File: config.mk
export PLATFORM = sky130hd
export DESIGN_NAME = alu_cmd_sequencer
export DESIGN_NICKNAME = d
export VERILOG_FILES = /design/src/rtl/alu_cmd_sequencer.sv
export SDC_FILE = /design/constraint.sdc
export NUM_CORES = 1
export LEC_CHECK = 0
export ABC_CLOCK_PERIOD_IN_PS = 3700
export CORE_ASPECT_RATIO = 0.6
export CORE_MARGIN = 5
export CORE_UTILIZATION = 50
export DETAILED_ROUTE_END_ITERATION = 12
export HOLD_SLACK_MARGIN = 0.1
export MAX_ROUTING_LAYER = met4
export PLACE_DENSITY = 0.88
export RECOVER_POWER = 50
export SLEW_MARGIN = 20
export SYNTH_ARGS = -nofsm -noshare
export SYNTH_HDL_FRONTEND = slang
export SYNTH_SLANG_ARGS = --single-unit
File: constraint.sdc
create_clock -name i_clk -period 3.7 [get_ports i_clk]
set_input_delay 0.37 -clock i_clk [delete_from_list [all_inputs] [get_ports i_clk]]
set_output_delay 0.37 -clock i_clk [all_outputs]
set_load 0.01 [all_outputs]
File: src/rtl/alu_cmd_sequencer.sv
// rtl/alu_cmd_sequencer.sv - fetches {cin, cmd, op1, op2} words from ROM and issues them to the ALU
module alu_cmd_sequencer #(
    parameter int N    = 8,
    parameter int CMDW = 2,
    parameter int AW   = 8,
    parameter int CNTW = 16,
    parameter int TMO  = 64
) (
    input  logic                i_clk,
    input  logic                i_rst_n,
    input  logic                i_enb,
    input  logic [AW-1:0]       i_last_addr,
    output logic [AW-1:0]       o_rom_addr,
    input  logic [CMDW+2*N:0]   i_rom_data,
    output logic                o_alu_req,
    output logic                o_alu_cin,
    output logic [CMDW-1:0]     o_alu_cmd,
    output logic [N-1:0]        o_alu_op1,
    output logic [N-1:0]        o_alu_op2,
    input  logic                i_alu_ack,
    input  logic [2*N-1:0]      i_alu_out,
    output logic [2*N-1:0]      o_result,
    output logic                o_result_valid,
    output logic [CNTW-1:0]     o_cmd_cntr,
    output logic [CNTW-1:0]     o_err_cntr,
    output logic                o_busy,
    output logic                o_done
);
    localparam int W        = 1 + CMDW + 2 * N;
    localparam int TMO_LAST = (TMO > 0) ? TMO - 1 : 0;
    localparam int TW       = (TMO_LAST > 0) ? $clog2(TMO_LAST + 1) : 1;

    typedef enum logic [2:0] {
        S_IDLE,
        S_FETCH,
        S_ISSUE,
        S_WAIT,
        S_DONE
    } state_t;

    state_t            r_state;
    logic [AW-1:0]     r_rom_addr;
    logic              r_alu_req;
    logic              r_alu_cin;
    logic [CMDW-1:0]   r_alu_cmd;
    logic [N-1:0]      r_alu_op1;
    logic [N-1:0]      r_alu_op2;
    logic [2*N-1:0]    r_result;
    logic              r_result_valid;
    logic [CNTW-1:0]   r_cmd_cntr;
    logic [CNTW-1:0]   r_err_cntr;
    logic              r_busy;
    logic              r_done;
    logic [TW-1:0]     r_tmo_cnt;

    logic              w_timeout;
    logic              w_exit;

    // Counter holds the number of WAIT edges already seen, so the TMO-th edge matches TMO-1.
    assign w_timeout = (TMO > 0) && (r_tmo_cnt == TW'(TMO_LAST));
    assign w_exit    = i_alu_ack || w_timeout;

    always_ff @(posedge i_clk or negedge i_rst_n) begin
        if (!i_rst_n) begin
            r_state        <= S_IDLE;
            r_rom_addr     <= '0;
            r_alu_req      <= 1'b0;
            r_alu_cin      <= 1'b0;
            r_alu_cmd      <= '0;
            r_alu_op1      <= '0;
            r_alu_op2      <= '0;
            r_result       <= '0;
            r_result_valid <= 1'b0;
            r_cmd_cntr     <= '0;
            r_err_cntr     <= '0;
            r_busy         <= 1'b0;
            r_done         <= 1'b0;
            r_tmo_cnt      <= '0;
        end else begin
            r_result_valid <= 1'b0;
            case (r_state)
                S_IDLE: begin
                    if (i_enb) begin
                        r_state <= S_FETCH;
                        r_busy  <= 1'b1;
                    end
                end
                S_FETCH: begin
                    r_state <= S_ISSUE;
                end
                S_ISSUE: begin
                    r_alu_cin <= i_rom_data[W-1];
                    r_alu_cmd <= i_rom_data[W-2 -: CMDW];
                    r_alu_op1 <= i_rom_data[2*N-1 -: N];
                    r_alu_op2 <= i_rom_data[N-1:0];
                    r_alu_req <= 1'b1;
                    r_tmo_cnt <= '0;
                    r_state   <= S_WAIT;
                end
                S_WAIT: begin
                    if (w_exit) begin
                        r_alu_req <= 1'b0;
                        if (i_alu_ack) begin
                            r_result       <= i_alu_out;
                            r_result_valid <= 1'b1;
                            if (r_cmd_cntr != {CNTW{1'b1}})
                                r_cmd_cntr <= r_cmd_cntr + CNTW'(1);
                        end else if (r_err_cntr != {CNTW{1'b1}}) begin
                            r_err_cntr <= r_err_cntr + CNTW'(1);
                        end
                        if (r_rom_addr == i_last_addr) begin
                            r_state <= S_DONE;
                            r_busy  <= 1'b0;
                            r_done  <= 1'b1;
                        end else begin
                            r_rom_addr <= r_rom_addr + AW'(1);
                            if (i_enb) begin
                                r_state <= S_FETCH;
                            end else begin
                                r_state <= S_IDLE;
                                r_busy  <= 1'b0;
                            end
                        end
                    end else begin
                        r_tmo_cnt <= r_tmo_cnt + TW'(1);
                    end
                end
                S_DONE: begin
                    if (!i_enb) begin
                        r_state    <= S_IDLE;
                        r_rom_addr <= '0;
                        r_done     <= 1'b0;
                    end
                end
                default: begin
                    r_state <= S_IDLE;
                    r_busy  <= 1'b0;
                    r_done  <= 1'b0;
                end
            endcase
        end
    end

    assign o_rom_addr     = r_rom_addr;
    assign o_alu_req      = r_alu_req;
    assign o_alu_cin      = r_alu_cin;
    assign o_alu_cmd      = r_alu_cmd;
    assign o_alu_op1      = r_alu_op1;
    assign o_alu_op2      = r_alu_op2;
    assign o_result       = r_result;
    assign o_result_valid = r_result_valid;
    assign o_cmd_cntr     = r_cmd_cntr;
    assign o_err_cntr     = r_err_cntr;
    assign o_busy         = r_busy;
    assign o_done         = r_done;

endmodule

; After elaboration in Yosys (flattened, before gate mapping)
; Cells that the tools add are included.
[op_classes]
add_sub_neg = 4
n_eq_ne = 15
mux = 25
bitwise = 3
n_reduce_logical = 15
[ops]
columns = op, n
row1 = $add A16 B1 Y16 const B, 2
row2 = $ne A16 B16 Y1 const B, 2
row3 = $mux W8, 3
row4 = $reduce_and A4 Y1, 5
row5 = $pmux W8 S2, 1
row6 = $pmux W3 S5, 1
row7 = $mux W3, 4
row8 = $ne A2 B2 Y1 const B, 6
row9 = $pmux W6 S2, 1
row10 = $mux W1, 11
row11 = $add A8 B1 Y8 const B, 1
row12 = $eq A8 B8 Y1, 1
row13 = $add A6 B1 Y6 const B, 1
row14 = $eq A3 B2 Y1 const B, 2
row15 = $eq A6 B6 Y1 const B, 1
row16 = $mux W6, 1
row17 = $pmux W1 S3, 2
row18 = $reduce_and A3 Y1, 2
row19 = $reduce_or A3 Y1, 2
row20 = $reduce_and A2 Y1, 2
row21 = $reduce_bool A2 Y1, 2
row22 = $eq A3 B1 Y1 const B, 1
row23 = $eq A3 B3 Y1 const B, 1
row24 = $logic_not A3 Y1, 1
row25 = 4 further kinds, 6
[totals]
ff_bits = 88
out_inout_bits = 79
wordCells = 76

; Longest topological paths before layout
[logic_depth]
word_depth = 4
mapped_depth = 8
depth_no_buf = 6

; Worst setup path before layout
; OpenSTA, ideal clock, no wires.
[synth_path]
path_kind = register to register
startpoint = register r_state[2]
endpoint = register r_err_cntr[14] (netlist: o_err_cntr[14])
t_arrival_ns = 1.855
required_time_ns = 3.572
setup_slack_ns = 1.717
stages_incl_launch_ff = 7
synth_period_minus_slack_ns = 1.983
cell_sequence = dfrtp_1 > buf_6 > nand3b_4 > or4_4 > or4_1 > nor2_1 > mux2i_1
[synth_via]
elab_chain_cells = 2
[synth_rtl]
columns = item, line
row1 = start: declaration, 41  ; state_t r_state;
row2 = start signal: assignment, 65  ; r_state <= S_IDLE;
row3 = start signal: assignment, 84  ; r_state <= S_FETCH;
row4 = start signal: assignment, 89  ; r_state <= S_ISSUE;
row5 = $eq A3 B2 Y1, 81  ; case (r_state)
row6 = $reduce_and A4 Y1 (no source line), -
row7 = end signal: assignment, 109  ; r_err_cntr <= r_err_cntr + CNTW'(1);
row8 = end: declaration, 51  ; logic [CNTW-1:0] r_err_cntr;
; No other way between the ends.
; A chain may end at the register's enable or synchronous reset.

; Final worst setup path
[layout_path]
startpoint = register r_state[2]
endpoint = register r_cmd_cntr[12] (netlist: o_cmd_cntr[12])
[layout_via]
elab_chain_cells = 2
[layout_rtl]
columns = item, line
row1 = $eq A3 B2 Y1, 81
row2 = $reduce_and A4 Y1 (no source line), -
row3 = end signal: assignment, 107  ; r_cmd_cntr <= r_cmd_cntr + CNTW'(1);
row4 = end: declaration, 50  ; logic [CNTW-1:0] r_cmd_cntr;
; No other way between the ends.

==> results.yml <==
run_status:
  status: "finished, violations left"
  violations: "capacitance limit, slew limit"
critical_path:
  crit_fanout: 21
  crit_chain: "nand4b_1, clkbuf_1, nor4_1, nand3_1, xnor2_1"
  arrival_ns: 2.64
  worstSetupPathType: "flip-flop to flip-flop"
  required_ns: 3.91
  end_kind: "flip-flop"
  cpMaxStageDelayCell: "nor4_1"
  max_stage_delay_ns: 0.75
  cp-start-kind: "flip-flop"
drt:
  drtIter0Drc: 264
  drt-total-wl_mm: 9.639
  drc: 0
  wl_per_cell_um: 16.73
  vias_per_cell: 5.410
  dr.pass1.iters: 4
  routed-via-count: 3116
  ant_nets: 0
pwr:
  internal_power_mw: 2.796
  power.switching_mw: 1.223
  p_leak_nw: 2.435
  p_seq_share_pct: 38.0
  combinationalPowerShare_pct: 36.6
  power_frac_clock_pct: 25.4
  netSwitchingFraction_pct: 30.43
  ir_worst_vdd_uv: 436.0
  pwr_density_cell_mw_per_mm2: 709.4
clock_network:
  clock-sinks: 88
  h-tree-depth: 3
  clk_pin_slew_ns: 0.06
  clockRootBuffer: "clkbuf_16"
  cts_buffers: 9
  clock_path_buffers: 2
  postCtsSetupBuffers: 0
  cts.repair.resized: 0
  clk_latency_ns: 0.33
  postCtsHoldBufs: 0
  cts_tree: "done"
yosys:
  syn-num-nets: 386
  synth_seq_cells: 88
  netlist_instances: 335
  yosysWarnings: 0
  async_flop_share_pct: 100.0
  synth_edf_count: 0
  synth_top_flop_cell: "dfrtp_1"
  ys_seq_area_share_pct: 55.52
  synth_cell_types: 47
  syn-cell-area_mm2: 0.003966
  avgSynthCellArea_um2: 11.84
die:
  start_util_pct: 50.92
  die_h_um: 78.99
  die_w_um: 125.0
  die_area_mm2: 0.009872
  core-area_mm2: 0.007789
  ios: 126
  rows: 25
global_route:
  grt_pass1_vias: 3163
  grt_pass1_wl_mm: 15.93
  grt_antenna_before_repair: 0
  grt_overflow_total: 0
  grt_max_degree: 89
  grt.total_usage_pct: 20.65
cells_and_area:
  design_area_mm2: 0.005664
  layout_commonest_cell: "clkdlybuf4s50_1"
  drive_gt1_share_pct: 13.68
  syn_to_final_growth_pct: 42.81
  layout_common_cells: "clkdlybuf4s50_1, dfrtp_1, mux2_2"
  fin_nets: 514
  antenna-diode-count: 0
  fillCellCount: 530
timing:
  setup_viol: 0
  fin_skew_ns: 0.004996
  rsz0062_at_grt: "false"
  worst_pin_slew_ns: 2.124
  period_minus_slack_ns: 2.430
  fin_crit_sh_pct: 65.67
  fin_setup_tns_ns: 0
  timing.fmax_ghz: 0.4116
  drv_slew: 89
  hold_violations: 0
  slew_headroom_pct: -41.63
placed_design:
  post-dp-hpwl_mm: 7.008
  placed_area_mm2: 0.005319
  io_buffers: 125
  place.gp.congestion: 0.8563
flow_run:
  cap_violations: 1
worst_hold_path:
  hold_class: "flip-flop to flip-flop"
-- cell usage after synthesis, drive strengths merged, types with 2 or more instances --
cell type	n	share of area, %
a21oi	4	0.50
xor2	16	3.5
nand3	22	2.8
xnor2	23	5.1
and4	3	0.66
nand2	27	2.6
dfrtp	88	56
o21ai	4	0.50
ha	4	1.3
o31ai	4	0.76
mux2	38	11
buf	6	0.85
nor4	3	0.47
nand3b	2	0.69
and2	2	0.32
mux2i	2	0.50
nand4	6	0.95
or4	4	0.85
clkbuf	5	0.47
a31oi	2	0.32
nor3	9	1.1
nor2	20	1.9
inv	6	0.57
o211ai	7	1.3
o31a	2	0.44
and3	7	1.1
or2	3	0.47
-- path summary, 6_finish.rpt --
kind                       cells past startpoint  slack (ns)  startpoint             end
min in group asynchronous                      1        0.65     i_rst_n   o_err_cntr[6]
setup reg to reg                               5        1.27  r_state[2]  o_cmd_cntr[12]
hold reg to reg                                2        0.48      o_done          o_done
hold / removal                                 2        0.48      o_done          o_done
setup / recovery                               5        1.27  r_state[2]  o_cmd_cntr[12]
max in group asynchronous                      1        1.79     i_rst_n  o_cmd_cntr[13]
-- per-layer routing --
metal  vias to the layer above  part of all wire [%]  global-route usage (%)
met1                      1507                    46                   26.21
li1                       1459                     -                       -
met3                        10                   9.3                   8.266
met4                         0                  0.89                   6.818
met5                         -                     0                       -
met2                       140                    44                   30.55
-- power groups by stage --
stage | clock (mW) | sequential [mW] | combinational (mW)
after floorplan | 0 | 1.61 | 0.637
after global placement | 0 | 1.53 | 1.47
final | 1.02 | 1.53 | 1.47
after CTS | 1.04 | 1.53 | 1.53
after detailed placement | 0 | 1.55 | 1.52
after global routing | 1.09 | 1.57 | 1.59
-- cell type report --
| class | instances | area [µm²] | area share [%] |
|---|---|---|---|
| Sequential cell | 88 | 2202 | 38.88 |
| Clock buffer | 10 | 229.0 | 4.042 |
| Clock inverter | 6 | 107.6 | 1.900 |
| Tap cell | 108 | 135.1 | 2.386 |
| Multi-Input combinational cell | 230 | 1695 | 29.93 |
| Timing Repair Buffer | 128 | 1272 | 22.47 |
| Inverter | 6 | 22.52 | 0.3976 |
-- critical path: cells and delay by family (launching register included) --
| kind | cells | cell delay, ns |
|---|---|---|
| AND/OR/NAND/NOR | 3 | 1.16 |
| flip-flops | 1 | 0.49 |
| buffers and inverters | 1 | 0.48 |
| XOR/XNOR | 1 | 0.17 |
-- sequential cells by signal, summed over array words and instances (netlist names), 3 cells and up --
| name | flops |
|---|---|
| o_alu_op1 | 8 |
| o_alu_op2 | 8 |
| o_cmd_cntr | 16 |
| o_err_cntr | 16 |
| o_result | 16 |
| o_rom_addr | 8 |
| r_state | 3 |
| r_tmo_cnt | 6 |
-- stage by stage --
| step | util [%] | total power, mW | setup WS (ns) | std cells | hold WS, ns |
|---|---|---|---|---|---|
| 2_1_floorplan | - | 2.244 | 1.717 | 335 | 0.07441 |
| 6_report | 72.72 | 4.018 | 1.270 | 576 | 0.4796 |
| 4_1_cts | 72.61 | 4.105 | 1.383 | 575 | 0.2648 |
| 3_3_place_gp | 68.29 | 3.000 | 1.292 | 559 | 0.4626 |
| 3_5_place_dp | 68.29 | 3.065 | 1.249 | 559 | 0.4735 |
| 5_1_grt | 72.72 | 4.252 | 1.072 | 576 | 0.5079 |
-- cells by family after synthesis --
kind of cell	after synthesis	share of synthesized area, %
xor gates and xnor gates	39	8.612
adders and majority gates	4	1.262
AOI/OAI and AO/OA	33	6.089
muxes	40	11.29
and+or+nand+nor	114	15.33
buffers and inverters	17	1.893
DFF	88	55.52
No activity file was read; power rests on OpenSTA's default activity.
